<file path="src/rtl/l2cache_tagv_array_pkg.sv">
// Shared L2 cache definitions: sweep FSM encoding and way-index width derivation.
package l2cache_tagv_array_pkg;

    typedef enum logic {
        ST_IDLE  = 1'b0,
        ST_SWEEP = 1'b1
    } sweep_state_e;

    // Bits needed to index 'ways' ways (at least 1).
    function automatic int unsigned way_bits(input int unsigned ways);
        int unsigned b;
        b = 1;
        while ((32'd1 << b) < ways) begin
            b++;
        end
        return b;
    endfunction

endpackage

</file>
<file path="src/rtl/l2cache_tagv_array_bram.sv">
// Simple dual-port RAM, one write and one registered read port, read-first.
module l2cache_tagv_array_bram #(
    parameter int unsigned AW = 4,
    parameter int unsigned DW = 25
) (
    input  logic          clk,
    input  logic          we_i,
    input  logic [AW-1:0] waddr_i,
    input  logic [DW-1:0] wdata_i,
    input  logic [AW-1:0] raddr_i,
    output logic [DW-1:0] rdata_o
);

    localparam int unsigned DEPTH = 1 << AW;

    logic [DW-1:0] mem_q [DEPTH];

    // Write port plus registered read of the pre-write contents.
    always_ff @(posedge clk) begin
        if (we_i) begin
            mem_q[waddr_i] <= wdata_i;
        end
        rdata_o <= mem_q[raddr_i];
    end

endmodule

</file>
<file path="src/rtl/l2cache_tagv_array.sv">
// L2 cache tag/valid array: per-way tag RAMs, valid flops, hit logic and flush sweep.
module l2cache_tagv_array
    import l2cache_tagv_array_pkg::*;
#(
    parameter  int unsigned ADDR_WIDTH = 4,
    parameter  int unsigned TAG_WIDTH  = 25,
    parameter  int unsigned WAY        = 4,
    localparam int unsigned WAY_BITS   = way_bits(WAY)
) (
    input  logic                  clk,
    input  logic                  rstn,
    input  logic                  flush_req,
    output logic                  busy,
    input  logic [ADDR_WIDTH-1:0] rd_addr,
    input  logic [TAG_WIDTH-1:0]  cmp_tag,
    input  logic [WAY_BITS-1:0]   way_sel,
    output logic [TAG_WIDTH-1:0]  tag_dout,
    output logic [WAY-1:0]        valid,
    output logic [WAY-1:0]        hit,
    output logic                  hit_any,
    output logic [WAY_BITS-1:0]   hit_idx,
    output logic                  multi_hit,
    input  logic [ADDR_WIDTH-1:0] wr_addr,
    input  logic [TAG_WIDTH-1:0]  wr_tag,
    input  logic [WAY-1:0]        wr_we,
    input  logic [WAY-1:0]        wr_inv
);

    localparam int unsigned DEPTH = 1 << ADDR_WIDTH;

    sweep_state_e          state_q, state_d;
    logic [ADDR_WIDTH-1:0] cnt_q, cnt_d;
    logic                  sweeping;

    logic [ADDR_WIDTH-1:0] w_addr;
    logic [TAG_WIDTH-1:0]  w_tag;
    logic [WAY-1:0]        vld_we, vld_wval, tag_we;
    logic                  same_set;

    logic [DEPTH-1:0]      vld_q [WAY];
    logic [WAY-1:0]        rd_vld_q;
    logic [WAY-1:0]        byp_sel_q;
    logic [TAG_WIDTH-1:0]  byp_tag_q [WAY];
    logic [TAG_WIDTH-1:0]  bram_dout [WAY];
    logic [TAG_WIDTH-1:0]  tag_out [WAY];

    assign sweeping = (state_q == ST_SWEEP);
    assign busy     = sweeping;
    assign same_set = (w_addr == rd_addr);

    // Sweep FSM state and set counter.
    always_ff @(posedge clk) begin
        if (!rstn) begin
            state_q <= ST_SWEEP;
            cnt_q   <= '0;
        end else begin
            state_q <= state_d;
            cnt_q   <= cnt_d;
        end
    end

    // Sweep FSM next state: one set cleared per cycle, counter wraps to 0 on exit.
    always_comb begin
        state_d = state_q;
        cnt_d   = cnt_q;
        unique case (state_q)
            ST_IDLE: begin
                if (flush_req) begin
                    state_d = ST_SWEEP;
                    cnt_d   = '0;
                end
            end
            ST_SWEEP: begin
                if (cnt_q == ADDR_WIDTH'(DEPTH - 1)) begin
                    state_d = ST_IDLE;
                    cnt_d   = '0;
                end else begin
                    cnt_d = cnt_q + ADDR_WIDTH'(1);
                end
            end
            default: begin
                state_d = ST_SWEEP;
                cnt_d   = '0;
            end
        endcase
    end

    // Write port mux: sweep clears whole sets, otherwise invalidate wins over write.
    always_comb begin
        w_addr   = sweeping ? cnt_q : wr_addr;
        w_tag    = sweeping ? '0 : wr_tag;
        vld_we   = '0;
        vld_wval = '0;
        tag_we   = '0;
        if (rstn) begin
            if (sweeping) begin
                vld_we = '1;
                tag_we = '1;
            end else begin
                vld_we   = wr_we | wr_inv;
                vld_wval = wr_we & ~wr_inv;
                tag_we   = wr_we & ~wr_inv;
            end
        end
    end

    // Valid bit storage, one flop vector per way.
    always_ff @(posedge clk) begin
        for (int w = 0; w < int'(WAY); w++) begin
            if (vld_we[w]) begin
                vld_q[w][w_addr] <= vld_wval[w];
            end
        end
    end

    // Registered read of valid plus tag bypass so a same-set write is seen immediately.
    always_ff @(posedge clk) begin
        if (!rstn) begin
            rd_vld_q  <= '0;
            byp_sel_q <= '1;
            for (int w = 0; w < int'(WAY); w++) begin
                byp_tag_q[w] <= '0;
            end
        end else begin
            for (int w = 0; w < int'(WAY); w++) begin
                rd_vld_q[w]  <= (vld_we[w] && same_set) ? vld_wval[w] : vld_q[w][rd_addr];
                byp_sel_q[w] <= tag_we[w] && same_set;
                byp_tag_q[w] <= w_tag;
            end
        end
    end

    // Tag storage, one RAM per way.
    for (genvar g = 0; g < int'(WAY); g++) begin : g_way
        l2cache_tagv_array_bram #(
            .AW (ADDR_WIDTH),
            .DW (TAG_WIDTH)
        ) u_bram (
            .clk     (clk),
            .we_i    (tag_we[g]),
            .waddr_i (w_addr),
            .wdata_i (w_tag),
            .raddr_i (rd_addr),
            .rdata_o (bram_dout[g])
        );
    end

    // Read data selection, hit detection and priority encode.
    always_comb begin
        logic seen;
        seen      = 1'b0;
        valid     = sweeping ? '0 : rd_vld_q;
        hit       = '0;
        hit_idx   = '0;
        multi_hit = 1'b0;
        for (int w = 0; w < int'(WAY); w++) begin
            tag_out[w] = byp_sel_q[w] ? byp_tag_q[w] : bram_dout[w];
            hit[w]     = valid[w] && (tag_out[w] == cmp_tag);
        end
        for (int w = int'(WAY) - 1; w >= 0; w--) begin
            if (hit[w]) begin
                hit_idx = WAY_BITS'(w);
            end
        end
        for (int w = 0; w < int'(WAY); w++) begin
            if (hit[w]) begin
                if (seen) begin
                    multi_hit = 1'b1;
                end
                seen = 1'b1;
            end
        end
        hit_any  = |hit;
        tag_dout = tag_out[way_sel];
    end

endmodule

</file>
<file path="config.mk">
export PLATFORM = sky130hd
export DESIGN_NAME = l2cache_tagv_array
export DESIGN_NICKNAME = d
export VERILOG_FILES = /design/src/rtl/l2cache_tagv_array_pkg.sv /design/src/rtl/l2cache_tagv_array_bram.sv /design/src/rtl/l2cache_tagv_array.sv
export SDC_FILE = /design/constraint.sdc
export NUM_CORES = 2
export LEC_CHECK = 0
export CORE_ASPECT_RATIO = 1.2
export CORE_MARGIN = 2
export CORE_UTILIZATION = 45
export CTS_CLUSTER_DIAMETER = 120
export DETAILED_ROUTE_END_ITERATION = 8
export MAX_ROUTING_LAYER = met4
export PLACE_DENSITY = 0.73
export SLEW_MARGIN = 20
export SYNTH_ARGS = -nofsm -noshare
export SYNTH_HDL_FRONTEND = slang
export SYNTH_SLANG_ARGS = --single-unit
</file>
<file path="constraint.sdc">
create_clock -name clk -period 3.45 [get_ports clk]
set_input_delay 1.035 -clock clk [delete_from_list [all_inputs] [get_ports clk]]
set_output_delay 1.035 -clock clk [all_outputs]
set_load 0.02 [all_outputs]
</file>
==> flow_summary.toml <==
[detailed_routing]
highest-signal-layer = "met4"
initial_drc_count = 4995
drt_drc_violations_left = 0
dr_wl_met3_mm = 17.45
dr_wl_met2_mm = 95.00
vias_post_dr = 35090
drt-wirelength-per-cell_um = 32.03
avgViaCountPerCell = 5.994
met1Wirelength_mm = 68.39
firstDrtPassIters = 5
antenna_violating_nets_post_route = 0
wl_mm = 187.5

[power_and_ir_drop]
power.share.clock = 0.395
intPower_mw = 35.46
static-leakage-power_nw = 28.08
fin_total_pwr_mw = 45.46
p_sw_mw = 10.01
power-per-cell-area_mw_per_mm2 = 536.3
comb_power_share = 0.074
switching_share = 0.2202
p_seq_frac = 0.532
ir_drop_mv = 0.4192

[clock_tree]
ctsLongestPathBuffers = 3
clock_transition_at_the_registers_of_the_reported_paths_ps = 60
clockRootBuffer = "sky130_fd_sc_hd__clkbuf_16"
num_clock_sinks = 1802
cts-buffers-inserted = 160
cts_htree_levels = 4
worstSkewPairLatency_ps = 810
cts_tree = "yes"

[cells_and_area]
post_layout_nonfiller_instances = 5854
final_layout_size_suffix_gt1_frac = 0.3801
area.growth.synth_to_final_pct = 21.77
nets = 3779
final_non_filler_cell_area_mm2 = 0.08477

[synthesis]
xor_xnor_fraction_of_synth_area = 0.01308
synthCells = 3142
number_of_nets_produced_by_synthesis = 3214
post_synth_and_or_nand_nor_area_fraction = 0.02171
proportion_of_synthesized_chip_area_in_sequential_cells = 0.7574
synth_compound_gate_area_share = 0.01120
mappedNetlistArea_mm2 = 0.06962
ys_types = 38
synth_enable_flop_cells = 1664
synth_top_family_by_area = "multiplexers"
postSynth.asyncResetShare = 0
postSynth.topFlopCell = "sky130_fd_sc_hd__edfxtp_1"
yosysWarningCount = 0
synth_mux_area_frac = 0.1854
synthesis.area_per_instance_um2 = 22.16
yosys.area_share.adder = 0.0001797
synth_seq_cells = 1802

[grt]
globalRouteTotalUtil = 0.2451
grt_max_degree = 65
antenna_found_initial = 17
first_pass_grt_wire_length_mm = 265.0
overflow_left_after_global_routing = 0
first_global_vias = 36120

[run_status]
outcome = "complete, but fails checks"
violations = "setup timing"

[timing]
setup_repair_after_global_routing_missed_its_margin = "yes"
finalWorstSetupSlack_ps = -850.0
min_period_ps = 4300
timing.final.crit_share = 1.246
worst_slew_pin_slew_ps = 1114
totalNegativeSetupSlack_ps = -9403
slew_headroom = 0.2544
finalHoldViolations = 0
finalClockSkew_ps = 40.50
fmax_mhz = 232.6
setup_viol = 33
maxSlewViolCount = 0

[floorplanning]
die_w_um = 363.1
fp.dieH_um = 434.9
initial_core_util = 0.4521
placement_rows = 158
design.core.area_mm2 = 0.1540
die-area_mm2 = 0.1579
design.portCount = 109

[worst_setup_path]
worstPathMaxFanout = 6
critical-path-top-delay-family = "buffers and inverters"
path_buf_inv = 6
crit_path_launch_type = "register"
setup.worst_path.end_class = "primary output"
setup.worst_path.class = "reg -> out"
slowest_stage = "sky130_fd_sc_hd__dfxtp_4"
worst_path_largest_cell_delay_ps = 410
crit_arrival_ps = 3260
crit_path_cell_trace = "buf_12 -> buf_8 -> mux2i_1 -> buf_4 -> xnor2_1 -> nor4_2 -> nand3_1 -> nor4_4 -> buf_4 -> buf_6 -> a211oi_4 -> a21oi_4 -> buf_6"
worst_ep_required_time_ps = 2410

[place]
gp_routability_congestion = 0.9481
io_buffer_count = 108
place_hpwl_mm = 110.6
numPlacedInstances = 5501
dp_worst_setup_slack_ps = -1300
placed_area_mm2 = 0.07827

[job]
maxCapViolCount = 0

[hold_path]
hold_path_class = "reg -> reg"
state kept, by name, indices dropped and copies added, names as in the netlist:
register              flops
vld_q                    64
byp_sel_q                 4
g_way.u_bram.mem_q     1600
byp_tag_q                25
cnt_q                     4
rd_vld_q                  4
g_way.u_bram.rdata_o    100
busy                      1
per-stage QoR:
stage | hold slack, ps | util
2_1_floorplan | 462.6 | -
3_3_place_gp | 481.9 | 0.5082
3_5_place_dp | 499.7 | 0.5082
4_1_cts | 515.9 | 0.5467
5_1_grt | 542.7 | 0.5504
6_report | 511.6 | 0.5505
path summary, 6_finish.rpt:
kind,start,end,slack (ps),depth (start not counted)
worst max-delay path,byp_sel_q[1],multi_hit,-850,13
worst min-delay path,cnt_q[2],cnt_q[2],510,1
worst max register to register,busy,g_way[3].u_bram.mem_q[10][0],650,7
worst min register to register,cnt_q[2],cnt_q[2],510,1
per-layer routing:
layer	vias up	global-route usage
met5	-	-
met4	0	0.08098
met3	324	0.04488
met2	1918	0.3977
met1	18610	0.3137
li1	14230	-
cells in the final DEF (no fill, tap or decap), types with 11 or more instances in the layout:
master and count:
sky130_fd_sc_hd__bufinv_16 12, sky130_fd_sc_hd__buf_4 292, sky130_fd_sc_hd__nor2b_1 18, sky130_fd_sc_hd__edfxtp_1 1664, sky130_fd_sc_hd__clkbuf_1 32, sky130_fd_sc_hd__mux4_2 523
sky130_fd_sc_hd__xnor2_1 56, sky130_fd_sc_hd__clkbuf_16 164, sky130_fd_sc_hd__xor2_1 43, sky130_fd_sc_hd__o31ai_4 15, sky130_fd_sc_hd__clkbuf_8 11, sky130_fd_sc_hd__o22a_1 19
sky130_fd_sc_hd__buf_12 138, sky130_fd_sc_hd__nand2_1 20, sky130_fd_sc_hd__nand4_1 11, sky130_fd_sc_hd__mux2i_1 88, sky130_fd_sc_hd__mux2i_2 19, sky130_fd_sc_hd__o211ai_1 15
sky130_fd_sc_hd__nor2_1 93, sky130_fd_sc_hd__nor2_4 65, sky130_fd_sc_hd__o22ai_1 11, sky130_fd_sc_hd__diode_2 13, sky130_fd_sc_hd__clkdlybuf4s50_1 68, sky130_fd_sc_hd__and2_1 32
sky130_fd_sc_hd__buf_6 56, sky130_fd_sc_hd__dfxtp_1 132, sky130_fd_sc_hd__clkinv_2 28, sky130_fd_sc_hd__clkinv_1 26, sky130_fd_sc_hd__nor2b_4 25
synth_stat cells (11+ instances only):
cell type | count | share of area
sky130_fd_sc_hd__and2_1 | 32 | 0.0029
sky130_fd_sc_hd__dfxtp_1 | 138 | 0.040
sky130_fd_sc_hd__nand4_1 | 11 | 0.00099
sky130_fd_sc_hd__xor2_1 | 44 | 0.0055
sky130_fd_sc_hd__o31ai_1 | 23 | 0.0025
sky130_fd_sc_hd__nor4_1 | 15 | 0.0013
sky130_fd_sc_hd__mux4_2 | 523 | 0.17
sky130_fd_sc_hd__o211ai_1 | 15 | 0.0016
sky130_fd_sc_hd__buf_2 | 47 | 0.0034
sky130_fd_sc_hd__edfxtp_1 | 1664 | 0.72
sky130_fd_sc_hd__nand2_1 | 21 | 0.0011
sky130_fd_sc_hd__nor2_1 | 163 | 0.0088
sky130_fd_sc_hd__mux2i_1 | 113 | 0.016
sky130_fd_sc_hd__o22a_1 | 19 | 0.0024
sky130_fd_sc_hd__nor2b_1 | 44 | 0.0040
sky130_fd_sc_hd__buf_1 | 20 | 0.0011
sky130_fd_sc_hd__o22ai_1 | 22 | 0.0020
sky130_fd_sc_hd__xnor2_1 | 60 | 0.0075
sky130_fd_sc_hd__clkbuf_1 | 100 | 0.0054
sky130_fd_sc_hd__o21ai_0 | 13 | 0.00093
cell families after synthesis:
group,Yosys count
DFF,1802
muxes,636
and+or+nand+nor,307
buffers and inverters,180
AOI/OAI and AO/OA,112
xor gates and xnor gates,104
adders and majority gates,1
layout make-up:
class	instances	area (µm²)
clock inverters	93	1027
multi-input cells	1160	17480
clock buffers	203	4287
flip-flops and latches	1802	52750
diodes	13	32.53
inverters	8	30.03
well taps	2000	2502
fillers	11070	69230
repair buffers	575	6664
power groups by stage:
| stage | Sequential (mW) | Clock, mW | Combinational, mW |
|---|---|---|---|
| after global routing | 24.2 | 18.9 | 3.47 |
| final | 24.2 | 17.9 | 3.35 |
| after floorplan | 24.5 | 0 | 1.68 |
| after CTS | 24.2 | 18.2 | 3.25 |
| after global placement | 24.6 | 0 | 3.10 |
| after detailed placement | 24.6 | 0 | 3.11 |
what timing repair did:
action | in CTS | in global routing
gates cloned | 3 | 3
buffers inserted | 21 | 22
pin swaps | 30 | 23
setup endpoints to repair | 33 | 33
gates resized for setup | 269 | 50
hold buffers | 0 | 0
Power figures use the tool's default switching activity.
